--- config.mk ---
export PLATFORM = sky130hd
export DESIGN_NAME = fft_reorder_pp_flat
export DESIGN_NICKNAME = d
export VERILOG_FILES = /design/src/rtl/fft_reorder_pp_if.sv /design/src/rtl/fft_reorder_pp.sv /design/src/flat_wrapper.sv
export SDC_FILE = /design/constraint.sdc
export NUM_CORES = 2
export LEC_CHECK = 0
export ABC_AREA = 1
export CORE_ASPECT_RATIO = 2
export CORE_MARGIN = 3
export CORE_UTILIZATION = 30
export DETAILED_ROUTE_END_ITERATION = 10
export GPL_ROUTABILITY_DRIVEN = 0
export PLACE_DENSITY = 0.51
export SLEW_MARGIN = 20
export SYNTH_ARGS = -nofsm -noshare
export SYNTH_HDL_FRONTEND = slang
export SYNTH_SLANG_ARGS = --single-unit
--- constraint.sdc ---
create_clock -name clk -period 3.55 [get_ports clk]
set_input_delay 0.5325 -clock clk [delete_from_list [all_inputs] [get_ports clk]]
set_output_delay 0.5325 -clock clk [all_outputs]
set_load 0.02 [all_outputs]
--- src/rtl/fft_reorder_pp_if.sv ---
// ---------------------------------------------------------------------------
// fft_reorder_pp_if
// Streaming bus bundle for the FFT output reorder buffer.
//
// Signals
//   in_valid  : upstream sample valid
//   in_data   : upstream sample (arrives in bit-reversed index order)
//   in_ready  : reorder buffer can accept in_data
//   mode      : 0 = bit-reverse reorder, 1 = pass-through (sampled per frame)
//   out_valid : out_data valid
//   out_data  : reordered output sample
//   out_ready : downstream accepts out_data
//   out_sof   : first sample of an output frame (qualified by out_valid)
//   out_eof   : last sample of an output frame (qualified by out_valid)
//
// Modports
//   master : the side that produces input samples and consumes output samples
//   slave  : the reorder buffer itself
// ---------------------------------------------------------------------------
interface fft_reorder_pp_if #(
  parameter int DW = 32
);
  logic          in_valid;
  logic [DW-1:0] in_data;
  logic          in_ready;
  logic          mode;
  logic          out_valid;
  logic [DW-1:0] out_data;
  logic          out_ready;
  logic          out_sof;
  logic          out_eof;

  modport master (
    output in_valid,
    output in_data,
    output mode,
    output out_ready,
    input  in_ready,
    input  out_valid,
    input  out_data,
    input  out_sof,
    input  out_eof
  );

  modport slave (
    input  in_valid,
    input  in_data,
    input  mode,
    input  out_ready,
    output in_ready,
    output out_valid,
    output out_data,
    output out_sof,
    output out_eof
  );
endinterface

--- src/rtl/fft_reorder_pp.sv ---
// ---------------------------------------------------------------------------
// fft_reorder_pp
// Ping-pong reorder buffer placed after a pipelined FFT. Frames of N = 2**LOG2N
// samples arrive in bit-reversed index order. Each frame is written linearly
// into one of two banks and, once complete, is read back in natural order
// (address = bitrev(read count)) or, in pass-through mode, linearly.
// While one bank drains, the other fills, giving one sample per cycle.
//
// Parameters
//   LOG2N : log2 of frame length (2..10)
//   DW    : sample width, treated as opaque data
//
// Ports
//   clk   : clock, rising edge
//   nrst  : synchronous active-low reset (clears flags/counters, not banks)
//   bus   : fft_reorder_pp_if.slave (input stream, output stream, mode)
//   frame_cnt : 16-bit count of completed output frames, present only when
//               the macro FFT_REORDER_FRAME_CNT_EN is defined
//
// All handshake outputs are flops loaded from next-state values, so in_ready
// has no combinational path from out_ready.
// ---------------------------------------------------------------------------
module fft_reorder_pp #(
  parameter int LOG2N = 5,
  parameter int DW    = 32
) (
  input  logic                 clk,
  input  logic                 nrst,
  fft_reorder_pp_if.slave      bus
`ifdef FFT_REORDER_FRAME_CNT_EN
  ,
  output logic [15:0]          frame_cnt
`endif
);

  localparam int N = 1 << LOG2N;
  localparam logic [LOG2N-1:0] CNT_ZERO = {LOG2N{1'b0}};
  localparam logic [LOG2N-1:0] CNT_ONE  = {{(LOG2N-1){1'b0}}, 1'b1};
  localparam logic [LOG2N-1:0] CNT_LAST = {LOG2N{1'b1}};

  // Reverse the bit order of a sample index.
  function automatic logic [LOG2N-1:0] bitrev(input logic [LOG2N-1:0] a);
    logic [LOG2N-1:0] r;
    for (int i = 0; i < LOG2N; i++) begin
      r[i] = a[LOG2N-1-i];
    end
    return r;
  endfunction

  // Sample storage: two banks of N entries, never reset.
  logic [DW-1:0]    mem_q [0:1][0:N-1];

  logic [1:0]       full_q,    full_d;
  logic [1:0]       mode_q,    mode_d;
  logic             wr_bank_q, wr_bank_d;
  logic             rd_bank_q, rd_bank_d;
  logic [LOG2N-1:0] wr_cnt_q,  wr_cnt_d;
  logic [LOG2N-1:0] rd_cnt_q,  rd_cnt_d;

  logic             in_ready_q;
  logic             out_valid_q;
  logic             out_sof_q;
  logic             out_eof_q;
  logic [DW-1:0]    out_data_q;

  logic             in_xfer_s;
  logic             out_xfer_s;
  logic [LOG2N-1:0] rd_addr_s;

  assign in_xfer_s  = bus.in_valid && in_ready_q;
  assign out_xfer_s = out_valid_q && bus.out_ready;

  // Next-state computation for flags, bank pointers, counters and stored modes.
  always_comb begin
    full_d    = full_q;
    mode_d    = mode_q;
    wr_bank_d = wr_bank_q;
    rd_bank_d = rd_bank_q;
    wr_cnt_d  = wr_cnt_q;
    rd_cnt_d  = rd_cnt_q;

    if (in_xfer_s) begin
      wr_cnt_d = wr_cnt_q + CNT_ONE;
      // Mode is latched only with the first sample of a frame.
      if (wr_cnt_q == CNT_ZERO) begin
        mode_d[wr_bank_q] = bus.mode;
      end else begin
        mode_d = mode_q;
      end
      if (wr_cnt_q == CNT_LAST) begin
        full_d[wr_bank_q] = 1'b1;
        wr_bank_d         = ~wr_bank_q;
      end else begin
        wr_bank_d = wr_bank_q;
      end
    end else begin
      wr_cnt_d = wr_cnt_q;
    end

    // A read only happens from a full bank and a write only into a non-full
    // bank, so a simultaneous last-write and last-read touch different flags.
    if (out_xfer_s) begin
      rd_cnt_d = rd_cnt_q + CNT_ONE;
      if (rd_cnt_q == CNT_LAST) begin
        full_d[rd_bank_q] = 1'b0;
        rd_bank_d         = ~rd_bank_q;
      end else begin
        rd_bank_d = rd_bank_q;
      end
    end else begin
      rd_cnt_d = rd_cnt_q;
    end
  end

  // Read address for the sample that will be presented next cycle.
  always_comb begin
    if (mode_d[rd_bank_d]) begin
      rd_addr_s = rd_cnt_d;
    end else begin
      rd_addr_s = bitrev(rd_cnt_d);
    end
  end

  // Control state and registered handshake outputs.
  always_ff @(posedge clk) begin
    if (!nrst) begin
      full_q      <= 2'b00;
      mode_q      <= 2'b00;
      wr_bank_q   <= 1'b0;
      rd_bank_q   <= 1'b0;
      wr_cnt_q    <= CNT_ZERO;
      rd_cnt_q    <= CNT_ZERO;
      in_ready_q  <= 1'b1;
      out_valid_q <= 1'b0;
      out_sof_q   <= 1'b0;
      out_eof_q   <= 1'b0;
    end else begin
      full_q      <= full_d;
      mode_q      <= mode_d;
      wr_bank_q   <= wr_bank_d;
      rd_bank_q   <= rd_bank_d;
      wr_cnt_q    <= wr_cnt_d;
      rd_cnt_q    <= rd_cnt_d;
      in_ready_q  <= ~full_d[wr_bank_d];
      out_valid_q <= full_d[rd_bank_d];
      out_sof_q   <= full_d[rd_bank_d] && (rd_cnt_d == CNT_ZERO);
      out_eof_q   <= full_d[rd_bank_d] && (rd_cnt_d == CNT_LAST);
    end
  end

  // Bank writes and output data register. The output register reloads every
  // cycle from the next read address; the entry it reads is never the one
  // being written in the same cycle (a bank being filled is only read at
  // index 0, which is written first), so no write bypass is needed.
  always_ff @(posedge clk) begin
    if (nrst && in_xfer_s) begin
      mem_q[wr_bank_q][wr_cnt_q] <= bus.in_data;
    end
    out_data_q <= mem_q[rd_bank_d][rd_addr_s];
  end

  assign bus.in_ready  = in_ready_q;
  assign bus.out_valid = out_valid_q;
  assign bus.out_sof   = out_sof_q;
  assign bus.out_eof   = out_eof_q;
  assign bus.out_data  = out_data_q;

`ifdef FFT_REORDER_FRAME_CNT_EN
  logic [15:0] frame_cnt_q;

  // Completed output frame counter, wraps naturally at 16 bits.
  always_ff @(posedge clk) begin
    if (!nrst) begin
      frame_cnt_q <= 16'd0;
    end else if (out_xfer_s && out_eof_q) begin
      frame_cnt_q <= frame_cnt_q + 16'd1;
    end else begin
      frame_cnt_q <= frame_cnt_q;
    end
  end

  assign frame_cnt = frame_cnt_q;
`endif

endmodule
--- src/flat_wrapper.sv ---
// flat-port wrapper written by rule: the top's interface ports become plain ports
module fft_reorder_pp_flat 
#(
  parameter int LOG2N = 5,
  parameter int DW    = 32
)
  (clk, nrst, bus_in_valid, bus_in_data, bus_mode, bus_out_ready, bus_in_ready, bus_out_valid, bus_out_data, bus_out_sof, bus_out_eof);
  fft_reorder_pp_if #(.DW(DW)) bus_i ();
  input  logic clk;
  input  logic nrst;
  input wire logic [$bits(bus_i.in_valid)-1:0] bus_in_valid;
  input wire logic [$bits(bus_i.in_data)-1:0] bus_in_data;
  input wire logic [$bits(bus_i.mode)-1:0] bus_mode;
  input wire logic [$bits(bus_i.out_ready)-1:0] bus_out_ready;
  output wire logic [$bits(bus_i.in_ready)-1:0] bus_in_ready;
  output wire logic [$bits(bus_i.out_valid)-1:0] bus_out_valid;
  output wire logic [$bits(bus_i.out_data)-1:0] bus_out_data;
  output wire logic [$bits(bus_i.out_sof)-1:0] bus_out_sof;
  output wire logic [$bits(bus_i.out_eof)-1:0] bus_out_eof;
  assign bus_i.in_valid = bus_in_valid;
  assign bus_i.in_data = bus_in_data;
  assign bus_i.mode = bus_mode;
  assign bus_i.out_ready = bus_out_ready;
  assign bus_in_ready = bus_i.in_ready;
  assign bus_out_valid = bus_i.out_valid;
  assign bus_out_data = bus_i.out_data;
  assign bus_out_sof = bus_i.out_sof;
  assign bus_out_eof = bus_i.out_eof;
  fft_reorder_pp #(.LOG2N(LOG2N), .DW(DW)) u_core (.clk(clk), .nrst(nrst), .bus(bus_i));
endmodule
==> impl_results.md <==
- # port buffers: 72
- Setup TNS: 0 ns
- Syn Area/Cell: 10.8 µm²
- Actual slew at the worst max-slew pin: 1.08 ns
- Worst vdd ir: 0.471 mV
- Dpl cell area: 99800 µm²
- CP Class: flip-flop to flip-flop
- Setup crit end kind: flip-flop
- Critical Path RT: 4.34 ns
- Die height: 776 µm
- Largest area contributor in the netlist: edfxtp_1
- First-pass GRT wire length: 449000 µm
- Post-Route WL: 319000 µm
- Commonest non-fill, non-tap cell in the layout: nand2_1
- Synth top area share: 0.691
- Ranking of synthesized cells by area: edfxtp_1, nand2_1, nand3_1
- GRT Total Usage: 0.205
- Hold buffer count at cts: 0
- Max_cap viols: 0
- Worst-path maximum fanout: 11
- Ratio of cells with drive above 1 in the final layout: 0.130
- Tmin final: 3.45 ns
- Initial drt markers: 5386
- Pre-antenna DRT Iters: 6
- DP Worst Slack: -0.348 ns
- Yosys Warn Count: 0
- Vias in the first global route: 61600
- Lkg Pwr: 41.5 nW
- Synth unique cells: 34
- Hold/Removal Path Class: primary input to flip-flop
- Seq/Total Area, Yosys: 0.703
- Max-slew headroom: 0.281
- Power Total: 52.5 mW
- Worst setup SP type: flip-flop
- Die W: 391 µm
- Initial antenna violation count: 22
- Finished layout cell area: 106000 µm²
- Clk_skew: 0.0602 ns
- Row count: 282
- Post-layout worst setup margin: 0.0998 ns
- H-tree levels: 4
- Worst-Skew Late Latency: 0.86 ns
- Largest net degree at the start of global routing: 88
- Die area: 304000 µm²
- Clk sinks: 2100
- Final Hold Fails: 0
- # nets final: 8706
- CTS tree: yes
- Flip-flop and latch count after synthesis: 2100
- Final Cycle Share: 0.972
- GRT overflow: 0
- Detailed Place HPWL: 201000 µm
- Core area: 295000 µm²
- DRC Markers: 0
- Starting Density: 0.302
- Area grow syn2layout: 19.3%
- Count of pins over their slew limit: 0
- Post-synthesis cell area: 89000 µm²
- Syn Inst Count: 8234
- Total number of vias: 62200
- Clk root buf: clkbuf_16
- Io pins: 73
- Max clock buf depth: 4
- Endpoints failing setup: 0
- CTS clk-pin slew, worst paths: 0.07 ns
- Routed len/inst: 25.3 µm
- Arrival @ worst endpoint: 4.24 ns
- Syn Nets: 8278
- Most frequent cells in the layout: nand2_1, edfxtp_1, nand3_1
- Via density per instance: 4.92
- Max Freq: 290 MHz
- Num CTS Buffers: 191
- Post-route ant nets: 0
- Pwr/cell area: 494 nW/µm²
- Status: finished, final reports clean
-- worst paths after layout --
kind	from	end	slack [ns]	cells after the start
hold reg to reg	u_core.wr_cnt_q[0]	u_core.wr_cnt_q[0]	0.55	2
hold / removal	bus_in_data[21]	u_core.mem_q[1][597]	0.14	1
setup / recovery	u_core.rd_cnt_q[0]	u_core.bus.out_data[17]	0.1	21
setup reg to reg	u_core.rd_cnt_q[0]	u_core.bus.out_data[17]	0.1	21
-- cells by family (layout without fill, tap and decap cells) --
logic type,Yosys count,after routing,share of synthesized area
buf+inv,1198,1774,0.0552
flops,2100,2100,0.703
other cells,0,6,0
simple gates,4646,4646,0.217
fa+ha+maj,7,7,0.000984
compound gates,140,140,0.00818
xor+xnor,2,2,0.000281
mux,141,141,0.0159
-- cell type report --
type | instances | area (µm²)
tap | 3834 | 4800
inverter | 739 | 2780
fill | 29000 | 189000
antenna | 6 | 15.0
sequential | 2100 | 62500
clock inverter | 87 | 741
clock buffer | 254 | 5180
multi-input combinational | 4936 | 22300
timing repair buffer | 694 | 7870
-- power by group --
| group | internal, mW | switching, mW |
|---|---|---|
| clock network | 11.1 | 9.32 |
| logic | 1.47 | 2.89 |
| registers | 27.3 | 0.410 |
-- worst max-delay path: stages, from the launching register on --
cell     delay (ns)
dfxtp_1        0.36
ha_1           0.19
nand2_2        0.09
nor2_2         0.10
ha_2           0.22
inv_2          0.04
o21ai_1        0.13
buf_4          0.15
nand2_8        0.05
nand3_2        0.10
nand2_4        0.13
buf_4          0.17
o21ai_4        0.27
buf_12         0.20
buf_12         0.18
nand3_1        0.11
nand3_1        0.09
nand3_1        0.07
buf_4          0.18
nand2_1        0.18
nand2_1        0.17
nand2_2        0.17
-- synth_stat cells, drive strengths merged --
library cell,instances
mux2i,141
o21ai,128
a31oi,2
edfxtp,2048
a21oi,3
nand3,1134
inv,739
o21bai,1
nand3b,26
o211ai,1
ha,7
nor2,89
dfxtp,52
clkbuf,163
buf,296
a21o,1
or2,116
nand4,2
nor3,9
o21a,3
nand2,3270
xor2,2
a21boi,1
-- layer usage --
| layer | GRT usage | share of wire | wire length, µm | up-vias |
|---|---|---|---|---|
| met5 | 0 | 0.00016 | 52 | - |
| met4 | 0.0905 | 0.052 | 16600 | 8 |
| met3 | 0.0203 | 0.049 | 15600 | 627 |
| met2 | 0.378 | 0.52 | 167000 | 2143 |
| met1 | 0.240 | 0.38 | 121000 | 31300 |
| li1 | - | - | - | 28200 |
-- flip-flops by register name, summed over array words and instances (netlist names) --
register,cells
u_core.mode_q,2
u_core.wr_bank_q,1
u_core.bus.out_valid,1
u_core.bus.out_sof,1
u_core.bus.in_ready,1
u_core.bus.out_data,32
u_core.full_q,2
u_core.bus.out_eof,1
u_core.mem_q,2048
u_core.wr_cnt_q,5
u_core.rd_bank_q,1
u_core.rd_cnt_q,5
-- metrics by stage --
step | std cells | util | hold slack, ns
CTS | 12600 | 0.358 | 0.0889
finish | 12700 | 0.360 | 0.144
global placement | 12300 | 0.338 | 0.514
global route | 12600 | 0.360 | 0.111
floorplan | 8234 | - | 0.501
detailed placement | 12300 | 0.338 | 0.539
-- timing repair --
item,4_1_cts,5_1_grt
buffers inserted,0,24
setup endpoints to repair,4,27
gates cloned,0,5
endpoints found under the hold margin,0,0
pin swaps,0,4
gates resized for setup,5,37
(Power assumes the default switching activity.)
